File: src/rtl/debounced_updown_counter_if.sv
// Button/LED bundle between the board-level driver and the debounced up/down counter.
// The master drives the raw active-low buttons; the slave returns the count and step pulses.
interface debounced_updown_counter_if #(
    parameter int WIDTH = 8
);
    logic [2:0]       btn_n;
    logic [WIDTH-1:0] count;
    logic [WIDTH-1:0] led_n;
    logic             step_up;
    logic             step_down;
    logic             wrapped;

    modport master (output btn_n, input count, led_n, step_up, step_down, wrapped);
    modport slave  (input btn_n, output count, led_n, step_up, step_down, wrapped);
endinterface

File: src/rtl/debounced_updown_counter.sv
// WIDTH-bit up/down counter fed by three raw active-low buttons (clear, up, down).
// Each button is synchronised, debounced and optionally auto-repeated on the tick clock.
module debounced_updown_counter_btn #(
    parameter int TW             = 5,
    parameter int DEBOUNCE_TICKS = 4,
    parameter int REPEAT_DELAY   = 16,
    parameter int REPEAT_RATE    = 4,
    parameter bit CAN_REPEAT     = 1'b1
) (
    input  logic clock_divider_out,
    input  logic reset,
    input  logic i_btn_n,
    output logic o_step
);
    typedef enum logic [2:0] {
        S_IDLE,
        S_DEB_PRESS,
        S_HELD,
        S_REPEAT,
        S_DEB_REL
    } state_t;

    localparam logic [TW-1:0] DEB_LAST  = TW'(DEBOUNCE_TICKS - 1);
    localparam logic [TW-1:0] DLY_LAST  = TW'(REPEAT_DELAY - 1);
    localparam logic [TW-1:0] RATE_LAST = TW'(REPEAT_RATE - 1);

    state_t        r_state, w_state_nxt;
    logic [TW-1:0] r_t, w_t_nxt;
    logic          r_sync1, r_p;
    logic          r_step, w_step_nxt;

    always_ff @(posedge clock_divider_out or posedge reset) begin
        if (reset) begin
            r_sync1 <= 1'b0;
            r_p     <= 1'b0;
            r_state <= S_IDLE;
            r_t     <= '0;
            r_step  <= 1'b0;
        end else begin
            r_sync1 <= ~i_btn_n;
            r_p     <= r_sync1;
            r_state <= w_state_nxt;
            r_t     <= w_t_nxt;
            r_step  <= w_step_nxt;
        end
    end

    always_comb begin
        w_state_nxt = r_state;
        w_t_nxt     = r_t;
        w_step_nxt  = 1'b0;
        case (r_state)
            S_IDLE: begin
                if (r_p) begin
                    w_state_nxt = S_DEB_PRESS;
                    w_t_nxt     = '0;
                end
            end
            S_DEB_PRESS: begin
                if (!r_p) begin
                    w_state_nxt = S_IDLE;
                    w_t_nxt     = '0;
                end else if (r_t == DEB_LAST) begin
                    w_state_nxt = S_HELD;
                    w_t_nxt     = '0;
                    w_step_nxt  = 1'b1;
                end else begin
                    w_t_nxt = r_t + 1'b1;
                end
            end
            S_HELD: begin
                if (!r_p) begin
                    w_state_nxt = S_DEB_REL;
                    w_t_nxt     = '0;
                end else if (CAN_REPEAT) begin
                    if (r_t == DLY_LAST) begin
                        w_state_nxt = S_REPEAT;
                        w_t_nxt     = '0;
                        w_step_nxt  = 1'b1;
                    end else begin
                        w_t_nxt = r_t + 1'b1;
                    end
                end
            end
            S_REPEAT: begin
                if (!r_p) begin
                    w_state_nxt = S_DEB_REL;
                    w_t_nxt     = '0;
                end else if (r_t == RATE_LAST) begin
                    w_t_nxt    = '0;
                    w_step_nxt = 1'b1;
                end else begin
                    w_t_nxt = r_t + 1'b1;
                end
            end
            S_DEB_REL: begin
                // A press seen while releasing is bounce: back to HELD, repeat delay restarts.
                if (r_p) begin
                    w_state_nxt = S_HELD;
                    w_t_nxt     = '0;
                end else if (r_t == DEB_LAST) begin
                    w_state_nxt = S_IDLE;
                    w_t_nxt     = '0;
                end else begin
                    w_t_nxt = r_t + 1'b1;
                end
            end
            default: begin
                w_state_nxt = S_IDLE;
                w_t_nxt     = '0;
            end
        endcase
    end

    assign o_step = r_step;
endmodule

module debounced_updown_counter #(
    parameter int WIDTH          = 8,
    parameter int DEBOUNCE_TICKS = 4,
    parameter int REPEAT_EN      = 1,
    parameter int REPEAT_DELAY   = 16,
    parameter int REPEAT_RATE    = 4,
    parameter int SATURATE       = 0
) (
    input logic                       clock_divider_out,
    input logic                       reset,
    debounced_updown_counter_if.slave bus
);
    localparam int MAXT0 = (DEBOUNCE_TICKS > REPEAT_DELAY) ? DEBOUNCE_TICKS : REPEAT_DELAY;
    localparam int MAXT  = (MAXT0 > REPEAT_RATE) ? MAXT0 : REPEAT_RATE;
    localparam int TW    = $clog2(MAXT) + 1;

    logic [2:0]       w_step;
    logic [WIDTH-1:0] r_count, w_count_nxt;
    logic             r_wrapped, w_wrapped_nxt;

    // Button 0 is clear and never repeats; up/down repeat only when enabled.
    for (genvar g = 0; g < 3; g++) begin : g_btn
        debounced_updown_counter_btn #(
            .TW             (TW),
            .DEBOUNCE_TICKS (DEBOUNCE_TICKS),
            .REPEAT_DELAY   (REPEAT_DELAY),
            .REPEAT_RATE    (REPEAT_RATE),
            .CAN_REPEAT     (REPEAT_EN != 0 && g != 0)
        ) u_btn (
            .clock_divider_out (clock_divider_out),
            .reset             (reset),
            .i_btn_n           (bus.btn_n[g]),
            .o_step            (w_step[g])
        );
    end

    always_comb begin
        w_count_nxt   = r_count;
        w_wrapped_nxt = 1'b0;
        if (w_step[0]) begin
            w_count_nxt = '0;
        end else if (w_step[1] && !w_step[2]) begin
            if (r_count == '1) begin
                w_wrapped_nxt = 1'b1;
                if (SATURATE == 0) w_count_nxt = '0;
            end else begin
                w_count_nxt = r_count + 1'b1;
            end
        end else if (w_step[2] && !w_step[1]) begin
            if (r_count == '0) begin
                w_wrapped_nxt = 1'b1;
                if (SATURATE == 0) w_count_nxt = '1;
            end else begin
                w_count_nxt = r_count - 1'b1;
            end
        end
    end

    always_ff @(posedge clock_divider_out or posedge reset) begin
        if (reset) begin
            r_count   <= '0;
            r_wrapped <= 1'b0;
        end else begin
            r_count   <= w_count_nxt;
            r_wrapped <= w_wrapped_nxt;
        end
    end

    assign bus.count     = r_count;
    assign bus.led_n     = ~r_count;
    assign bus.step_up   = w_step[1];
    assign bus.step_down = w_step[2];
    assign bus.wrapped   = r_wrapped;
endmodule

File: src/flat_wrapper.sv
// flat-port wrapper written by rule: the top's interface ports become plain ports
module debounced_updown_counter_flat 
#(
    parameter int WIDTH          = 8,
    parameter int DEBOUNCE_TICKS = 4,
    parameter int REPEAT_EN      = 1,
    parameter int REPEAT_DELAY   = 16,
    parameter int REPEAT_RATE    = 4,
    parameter int SATURATE       = 0
)
  (clock_divider_out, reset, bus_btn_n, bus_count, bus_led_n, bus_step_up, bus_step_down, bus_wrapped);
  debounced_updown_counter_if #(.WIDTH(WIDTH)) bus_i ();
  input logic clock_divider_out;
  input logic reset;
  input wire logic [$bits(bus_i.btn_n)-1:0] bus_btn_n;
  output wire logic [$bits(bus_i.count)-1:0] bus_count;
  output wire logic [$bits(bus_i.led_n)-1:0] bus_led_n;
  output wire logic [$bits(bus_i.step_up)-1:0] bus_step_up;
  output wire logic [$bits(bus_i.step_down)-1:0] bus_step_down;
  output wire logic [$bits(bus_i.wrapped)-1:0] bus_wrapped;
  assign bus_i.btn_n = bus_btn_n;
  assign bus_count = bus_i.count;
  assign bus_led_n = bus_i.led_n;
  assign bus_step_up = bus_i.step_up;
  assign bus_step_down = bus_i.step_down;
  assign bus_wrapped = bus_i.wrapped;
  debounced_updown_counter #(.WIDTH(WIDTH), .DEBOUNCE_TICKS(DEBOUNCE_TICKS), .REPEAT_EN(REPEAT_EN), .REPEAT_DELAY(REPEAT_DELAY), .REPEAT_RATE(REPEAT_RATE), .SATURATE(SATURATE)) u_core (.clock_divider_out(clock_divider_out), .reset(reset), .bus(bus_i));
endmodule
File: config.mk
export PLATFORM = sky130hd
export DESIGN_NAME = debounced_updown_counter_flat
export DESIGN_NICKNAME = d
export VERILOG_FILES = /design/src/rtl/debounced_updown_counter_if.sv /design/src/rtl/debounced_updown_counter.sv /design/src/flat_wrapper.sv
export SDC_FILE = /design/constraint.sdc
export NUM_CORES = 1
export LEC_CHECK = 0
export ABC_AREA = 1
export CAP_MARGIN = 15
export CORE_ASPECT_RATIO = 1.1
export CORE_MARGIN = 2
export CORE_UTILIZATION = 35
export DETAILED_ROUTE_END_ITERATION = 6
export PLACE_DENSITY = 0.49
export SYNTH_ARGS = -nofsm -noshare
export SYNTH_HDL_FRONTEND = slang
export SYNTH_SLANG_ARGS = --single-unit
File: constraint.sdc
create_clock -name clock_divider_out -period 4.35 [get_ports clock_divider_out]
set_input_delay 0.435 -clock clock_divider_out [delete_from_list [all_inputs] [get_ports clock_divider_out]]
set_output_delay 0.435 -clock clock_divider_out [all_outputs]
set_load 0.1 [all_outputs]
### Word level (Yosys, flattened, before mapping)

Index checks and enable logic that the tools add are counted.

| storage, ports and cells | value |
|---|---|
| logic and storage cells | 144 |
| register bits after elaboration | 42 |
| input port bits | 5 |
| output and inout port bits | 19 |

| cells by class | value |
|---|---|
| equal/unequal tests | 33 |
| reduce and logical (&&, ||, !) cells | 17 |
| multiplexer cells | 68 |
| bitwise operators | 4 |
| add/subtract/negate cells | 5 |

Operator list:

| operator | number |
|---|---|
| 5-bit two-way mux | 17 |
| 3-bit two-way mux | 22 |
| 5-bit one-hot mux with 4 select lines | 3 |
| 8-bit two-way mux | 5 |
| 3-bit one-hot mux with 5 select lines | 2 |
| 3-bit inequality test (second input constant) | 8 |
| 3-bit by 2-bit equality test with 1-bit output (second input constant) | 6 |
| 1-bit two-way mux | 16 |
| 5-bit by 1-bit adder with 5-bit output (second input constant) | 3 |
| 5-bit by 2-bit equality test with 1-bit output (second input constant) | 3 |
| 2-bit inequality test (second input constant) | 7 |
| 3-bit one-hot mux with 4 select lines | 1 |
| 5-bit by 4-bit equality test with 1-bit output (second input constant) | 2 |
| 5-bit AND reduction | 2 |
| 3-bit by 1-bit equality test with 1-bit output (second input constant) | 3 |
| 3-bit equality test (second input constant) | 3 |
| 3-bit zero test | 3 |
| 8-bit by 1-bit adder with 8-bit output (second input constant) | 1 |
| 8-bit equality test (second input constant) | 1 |
| 8-bit zero test | 1 |
| 8-bit inverter | 1 |
| 2-bit OR reduction | 4 |
| 8-bit by 1-bit subtractor with 8-bit output (second input constant) | 1 |
| 1-bit one-hot mux with 2 select lines | 2 |
| other kinds (6) | 10 |

### Depth between registers and ports, before layout

Gate-level depths: netlist (run 1).

| depth | value |
|---|---|
| depth in word-level cells | 5 |
| mapped depth | 9 |
| depth with buffers taken out | 9 |

### Hierarchy

From an unflattened synthesis (run 1), not the netlist that was laid out.

| unflattened totals | value |
|---|---|
| cells, all modules | 387 |
| area, all modules | 2,813.9 um^2 |

By module, submodules not included:

| module | seq. area each (um^2) | cells each | times used | area an instance (um^2) |
|---|---|---|---|---|
| debounced_updown_counter | 225.2 | 127 | 1 | 789.5 |
| debounced_updown_counter_btn at u_core.g_btn[2].u_btn | 275.3 | 97 | 1 | 721.9 |
| debounced_updown_counter_btn at u_core.g_btn[1].u_btn | 275.3 | 83 | 1 | 679.4 |
| debounced_updown_counter_btn at u_core.g_btn[0].u_btn | 275.3 | 80 | 1 | 623.1 |

### Least setup slack after synthesis (run 1)

No wires, ideal clock.

| timing path | value |
|---|---|
| path type | register to register |
| start point | reg u_core.r_count[0], in the netlist u_core.bus.count[0] |
| end point | reg u_core.r_count[2], in the netlist u_core.bus.count[2] |
| data required time | 4.187 ns |
| buffers on the path | 0 |
| period minus slack after synthesis | 2.799 ns |
| setup time | 0.163 ns |
| arrival time | 2.636 ns |
| setup slack | 1.551 ns |
| stages on the path, launching flop included | 9 |
| cells stage by stage | dfrtp_1 > inv_1 > ha_1 > nand3_1 > nor2_1 > nor2_2 > nand2_1 > nand3_1 > o21ai_0 |

| on the way | value |
|---|---|
| word-level cells in the longest chain between the ends | 5 |
| elaborated cells on any way between the ends | 9 |
| those cells by class | add/sub: 2; eq/ne: 1; mux: 5; reduce/logical: 1 |

RTL lines:

| item | line | source |
|---|---|---|
| start, declared | debounced_updown_counter.sv:135 | `logic [WIDTH-1:0] r_count, w_count_nxt;` |
| start signal, assigned | debounced_updown_counter.sv:181 | `r_count <= w_count_nxt;` |
| 8-bit by 1-bit subtractor with 8-bit output or 8-bit zero test (tied branches) | debounced_updown_counter.sv:171, debounced_updown_counter.sv:167 |  |
| 8-bit two-way mux | debounced_updown_counter.sv:167 | `if (r_count == '0) begin` |
| 8-bit two-way mux | debounced_updown_counter.sv:166 | `end else if (w_step[2] && !w_step[1]) begin` |
| 8-bit two-way mux * | debounced_updown_counter.sv:159 | `end else if (w_step[1] && !w_step[2]) begin` |
| 8-bit two-way mux * | debounced_updown_counter.sv:157 | `if (w_step[0]) begin` |

Mark *: on every way between the ends. The rest lies on a longest branch, timed or not. The select of a mux whose other input is x is not followed.
A chain may end at the register's enable or synchronous reset.

### Worst setup path after layout (run 1)

| timing path | value |
|---|---|
| start point | reg u_core.r_count[0], in the netlist u_core.bus.count[0] |
| end point | out bus_led_n[0] |

| on the way | value |
|---|---|
| word-level cells in the longest chain between the ends | 1 |

RTL lines:

| item | line | source |
|---|---|---|
| 8-bit inverter | debounced_updown_counter.sv:187 | `assign bus.led_n = ~r_count;` |
| end, declared | flat_wrapper.sv:17 | `output wire logic [$bits(bus_i.led_n)-1:0] bus_led_n;` |

Every way passes these cells.

==> reports/metrics.cfg, run 1 <==
[global_routing]
grt_use_met3_pct=2.97
grt_antenna_before_repair=0
met1_usage_pct=19.1
top_usage_layer=met2
grt_overflow=0
grt_max_degree=43
grt_pass1_wl_um=10100
track_usage_pct=15.3
grt_pass1_vias=2284
grtUsageMet2_pct=26.5

[cts]
clock_path_buffers=2
cts.sinks=42
cts_root_buf=clkbuf_8
cts_hold_buffers=0
clk_pin_slew_ns=0.07
cts_setup_buffers=0
htree_levels=2
clock_latency_ns=0.29
post_cts_resized=0
tritoncts=done
cts_buffers=5

[layout]
nFillCells=770
antenna_cells=0
fin_nets=404
drive_above_1_share_pct=7.46
syn_to_final_growth_pct=15.3
finish.utilization_pct=41.2

[place]
dp_slack_ns=2.11
port_buffers=23
gp_congestion=0.922
dpl.hpwl_um=4330

[min_path]
min_path_type=reg -> reg
min_from=u_core.g_btn[0].u_btn.r_sync1

[sta]
period_share_pct=58.6
skew_ns=0.00692
maxSlewViolCount=0
fin_setup_tns_ns=0
rsz0062_at_grt=false
finalSetupViolations=0
max_slew_margin_pct=34.6
setup_slack_ns=1.80
fmax_mhz=392
tightest_slew_ns=0.977
hold_violations=0
fin_crit_ns=2.55

[die]
ios=24
die_y_um=94.8
start_util_pct=35.7
coreArea_um2=7350
die-area_um2=8210
die_x_um=86.6
rows=33

[drt]
avgViaCountPerCell=4.86
wl_um=5690
drcViolationCount=0
first_pass_iters=4
ant_nets=0
via_count=2311
wl_per_cell_um=12.0
drt_first_iter_violations=77

[critical_path]
critPathRequiredTime_ns=3.91
r2r_start=u_core.g_btn[2].u_btn.r_t[1]
crit_type=reg -> out
worst_setup_path_end_kind=output pin
crit_arrival_ns=2.11
start_kind=flop
critPathMaxFanout=7
crit_start=u_core.bus.count[0]

[pwr]
leakage_nw=1.47
power_density_nw_per_um2=735
ir_drop_v=0.000161

[logic_synthesis]
synth_cells=361
ys.warnings.count=0
ys_dominant_reg_cell=dfrtp_1
synth_edf_count=0
synth-seq-cells=42
async_flop_share_pct=100
synthTopCellsByArea=dfrtp_1, nand2_1, nand3_1
syn-num-nets=376
ys_seq_area_share_pct=40.0
syn-cell-area_um2=2630
synth.largest_area_cell=dfrtp_1
synth_area_per_cell_um2=7.27
synth_top_area_share_pct=40.0
synthDistinctLibCells=30

[run_status]
run_status=completed

[job]
maxCapViolations=0

-- synth_stat cells, drive strengths merged, types with 3 or more instances --
master and number:
inv 56, dfrtp 42, ha 10, a21oi 12
o21ai 22, buf 3, nor3 12, nand2 94
nand3 42, nand4 8, xor2 7, nor2 45
-- critical path: stages, from the launching register on --
cell and delay (ns):
dfrtp_1 0.43, inv_1 0.21, clkdlybuf4s50_1 1.18
-- path summary, 6_finish.rpt --
check                      slack, ns  cells after the start                          endpoint
max reg2reg                     2.70                      8  u_core.g_btn[2].u_btn.r_state[0]
min reg2reg                     0.35                      0         u_core.g_btn[0].u_btn.r_p
min                             0.35                      0         u_core.g_btn[0].u_btn.r_p
max in group asynchronous       3.41                      3      u_core.g_btn[0].u_btn.r_t[0]
min in group asynchronous       0.58                      3      u_core.g_btn[2].u_btn.r_t[1]
max                             1.80                      2                      bus_led_n[0]
-- cell usage in the layout, fill, tap and decap left out, drive strengths merged --
cell type and count:
a21o 1, o21a 1, ha 10, nor3 12, o211ai 2, xor2 7, buf 1, clkbuf 7
o21ai 22, a21oi 12, o22ai 2, dfrtp 42, nand4 8, mux2i 1, nand3 42, inv 55
nor2 45, nand2 94, clkinv 1, nand3b 1, clkdlybuf4s50 23
-- stage by stage --
stage          instances  hold slack, ns  power, mW  area, um2
2_1_floorplan        361           0.331       1.70       2630
3_3_place_gp         469           0.333       2.01       2950
3_5_place_dp         469           0.336       2.01       2950
4_1_cts              476           0.353       2.25       3030
5_1_grt              476           0.361       2.41       3030
6_report             476           0.349       2.23       3030
-- registers in the layout (all words and copies together), names as in the netlist --
signal / flops
u_core.bus.count: 8
u_core.g_btn.u_btn.o_step: 3
u_core.g_btn.u_btn.r_state: 9
u_core.g_btn.u_btn.r_sync1: 3
u_core.g_btn.u_btn.r_t: 15
u_core.g_btn.u_btn.r_p: 3
u_core.bus.wrapped: 1
-- final cells by class --
class / count / area (um2) / share of cell area, %
Clock buffer: 7 / 76.3 / 2.52
Inverter: 56 / 210 / 6.95
Sequential cell: 42 / 1050 / 34.7
Tap cell: 87 / 109 / 3.60
Timing Repair Buffer: 24 / 238 / 7.85
Multi-Input combinational cell: 260 / 1340 / 44.4
-- power by group --
| part | total [mW] | switching [mW] | internal [mW] |
|---|---|---|---|
| clock | 0.236 | 0.126 | 0.111 |
| sequential | 0.635 | 0.146 | 0.490 |
| combinational | 1.35 | 0.997 | 0.356 |
-- per-layer routing --
metal / wire (um) / up-vias
li1: - / 1214
met5: 0 / -
met1: 2670 / 1047
met3: 167 / 11
met2: 2740 / 39
met4: 108 / 0
-- kinds of logic (layout without fill, tap and decap cells) --
logic type / after synthesis / in the layout / synth area share [%]
AOI/OAI and AO/OA: 40 / 40 / 8.53
xor gates and xnor gates: 7 / 7 / 2.34
adders and majority gates: 10 / 10 / 4.77
buffers and inverters: 59 / 87 / 8.82
DFF: 42 / 42 / 40.0
muxes: 1 / 1 / 0.381
and+or+nand+nor: 202 / 202 / 35.1
No activity file was read; power rests on OpenSTA's default activity.
==> run 2, diff against run 1 <==
Settings changed: PLACE_DENSITY 0.49 to 0.51.
Clock period 4.35 ns to 2.2 ns, I/O delays scaled along.
==> run 2 against run 1 <==
  * Critical path depth increased by 6
  * Die area unchanged
  * Count of clock-buffer cells in the layout decreased by 1
  * Via count decreased by 1.0%
==> reports/metrics.cfg, run 2 (synthesis results as in run 1) <==
[run_status]
run_status=completed

[critical_path]
critPathMaxFanout=3  ; -4
cp-endpoint=u_core.g_btn[2].u_btn.r_state[2]
r2r_start=u_core.g_btn[2].u_btn.r_t[0]
start_kind=flop
worst_setup_path_end_kind=flop
critPathRequiredTime_ns=2.41  ; -1.50 ns
reg2reg_slack_ns=0.62  ; -2.08 ns
crit_type=reg -> reg
r2r_end=u_core.g_btn[2].u_btn.r_state[2]
crit_arrival_ns=1.79  ; -0.32 ns
rr_worst_depth=8  ; unchanged
crit_start=u_core.g_btn[2].u_btn.r_t[0]

[global_routing]
track_usage_pct=14.7  ; -0.56 points
grt_antenna_before_repair=0  ; unchanged
grt_pass1_wl_um=9680  ; -3.9%
grt_pass1_vias=2147  ; -6.0%
grt_max_degree=43  ; unchanged
grt_overflow=0  ; unchanged

[die]
die-area_um2=8210  ; unchanged
rows=33  ; unchanged
start_util_pct=35.7  ; unchanged
ios=24  ; unchanged
die_y_um=94.8  ; unchanged
coreArea_um2=7350  ; unchanged
die_x_um=86.6  ; unchanged

[sta]
maxSlewViolCount=0  ; unchanged
tightest_slew_ns=0.536  ; -0.441 ns
max_slew_margin_pct=64.3  ; +30 points
fmax_mhz=633
hold_violations=0  ; unchanged
rsz0062_at_grt=false
fin_setup_tns_ns=0  ; unchanged
period_share_pct=71.8
hold_ws_ns=0.352  ; +0.00352 ns
skew_ns=0.00377  ; -0.00315 ns
finalSetupViolations=0  ; unchanged
fin_crit_ns=1.58

[cts]
clk_pin_slew_ns=0.08  ; about the same
cts.sinks=42  ; unchanged
htree_levels=2  ; unchanged
cts_buffers=5  ; unchanged
cts_setup_buffers=0  ; unchanged
tritoncts=done
clock_latency_ns=0.29  ; about the same
cts_root_buf=clkbuf_8
clock_path_buffers=2  ; unchanged
post_cts_resized=0  ; unchanged
cts_hold_buffers=0  ; unchanged

[layout]
antenna_cells=0  ; unchanged
largest_reg_flops=15  ; unchanged
final_common_cell=nand2_1
mostFrequentLayoutCells=nand2_1, inv_1, nand3_1
fin_nets=404  ; unchanged
drive_above_1_share_pct=16.4  ; +9.0 points
top_register=u_core.g_btn.u_btn.r_t
syn_to_final_growth_pct=18.3

[drt]
ant_nets=0  ; unchanged
avgViaCountPerCell=4.80  ; -1.2%
via_count=2288  ; -1.0%
wl_per_cell_um=11.6  ; -2.8%
wl_um=5550  ; -2.6%
drt_first_iter_violations=76  ; -1.3%
first_pass_iters=4  ; unchanged
drcViolationCount=0  ; unchanged

[pwr]
power_density_nw_per_um2=1520  ; +110%
p_seq_share_pct=27.7  ; -0.9 points
p_switching_mw=2.56  ; +100%
leakage_nw=1.50  ; +2.1%
pwr-share-clk_pct=15.8  ; +5.2 points
intPower_mw=2.15  ; +120%
pwr-share-comb_pct=56.5  ; -4.3 points
ir_drop_v=0.000505  ; +210%
swShare_pct=54.4  ; -2.6 points

[place]
gp_congestion=0.847  ; -8.1%
port_buffers=23  ; unchanged
dpl.hpwl_um=4230  ; -2.5%

[job]
maxCapViolations=0  ; unchanged

[min_path]
min_path_type=reg -> reg

-- run 2: area by class of cell --
cell class / instances / area, um2
sequential: 42 / 1060
timing repair buffer: 24 / 190
clock inverter: 2 / 60.1
inverter: 56 / 229
tap: 87 / 109
clock buffer: 6 / 82.6
multi-input combinational: 260 / 1370
fill: 758 / 4240
-- run 2: worst min path at each step --
| stage | depth (start not counted) | start | end |
|---|---|---|---|
| after floorplan | 1 | bus_btn_n[0] | u_core.g_btn[0].u_btn.r_sync1 |
| after global placement | 0 | u_core.g_btn[0].u_btn.r_sync1 | u_core.g_btn[0].u_btn.r_p |
| after detailed placement | 0 | u_core.g_btn[2].u_btn.r_sync1 | u_core.g_btn[2].u_btn.r_p |
| after CTS | 0 | u_core.g_btn[2].u_btn.r_sync1 | u_core.g_btn[2].u_btn.r_p |
| after global routing | 0 | u_core.g_btn[2].u_btn.r_sync1 | u_core.g_btn[2].u_btn.r_p |
| final | 0 | u_core.g_btn[2].u_btn.r_sync1 | u_core.g_btn[2].u_btn.r_p |
-- run 2: through the flow --
step | instance area, um2 | power [mW] | setup slack [ns] | instances | utilization, %
2_1_floorplan | 2690 | 3.46 | 0.0129 | 361 | -
3_3_place_gp | 2960 | 4.02 | 0.621 | 469 | 40.3
3_5_place_dp | 2960 | 3.99 | 0.595 | 469 | 40.3
4_1_cts | 3110 | 4.77 | 0.578 | 477 | 42.3
5_1_grt | 3110 | 5.08 | 0.355 | 477 | 42.3
6_report | 3110 | 4.71 | 0.620 | 477 | 42.3
-- run 2: worst max-delay path, cell delays in order (launching register included) --
cell and delay [ns]:
dfrtp_1 0.38, ha_1 0.18, inv_1 0.06, nor3_1 0.20
ha_1 0.21, inv_1 0.06, a21oi_2 0.13, nand3_1 0.11
o21ai_0 0.17
-- run 2: routing by layer --
layer	track usage [%]	vias to the layer above	share of wire, %
met5	0	-	0
met4	4.82	0	0.79
met3	2.62	4	3.6
met2	24.1	42	47
met1	19.7	1021	49
li1	-	1221	-
-- run 2: power groups by stage --
stage,logic (mW),clock network (mW),registers (mW)
3_5_place_dp,2.67,0,1.32
2_1_floorplan,1.72,0,1.74
6_report,2.66,0.743,1.31
4_1_cts,2.68,0.785,1.31
3_3_place_gp,2.70,0,1.32
5_1_grt,2.92,0.806,1.35
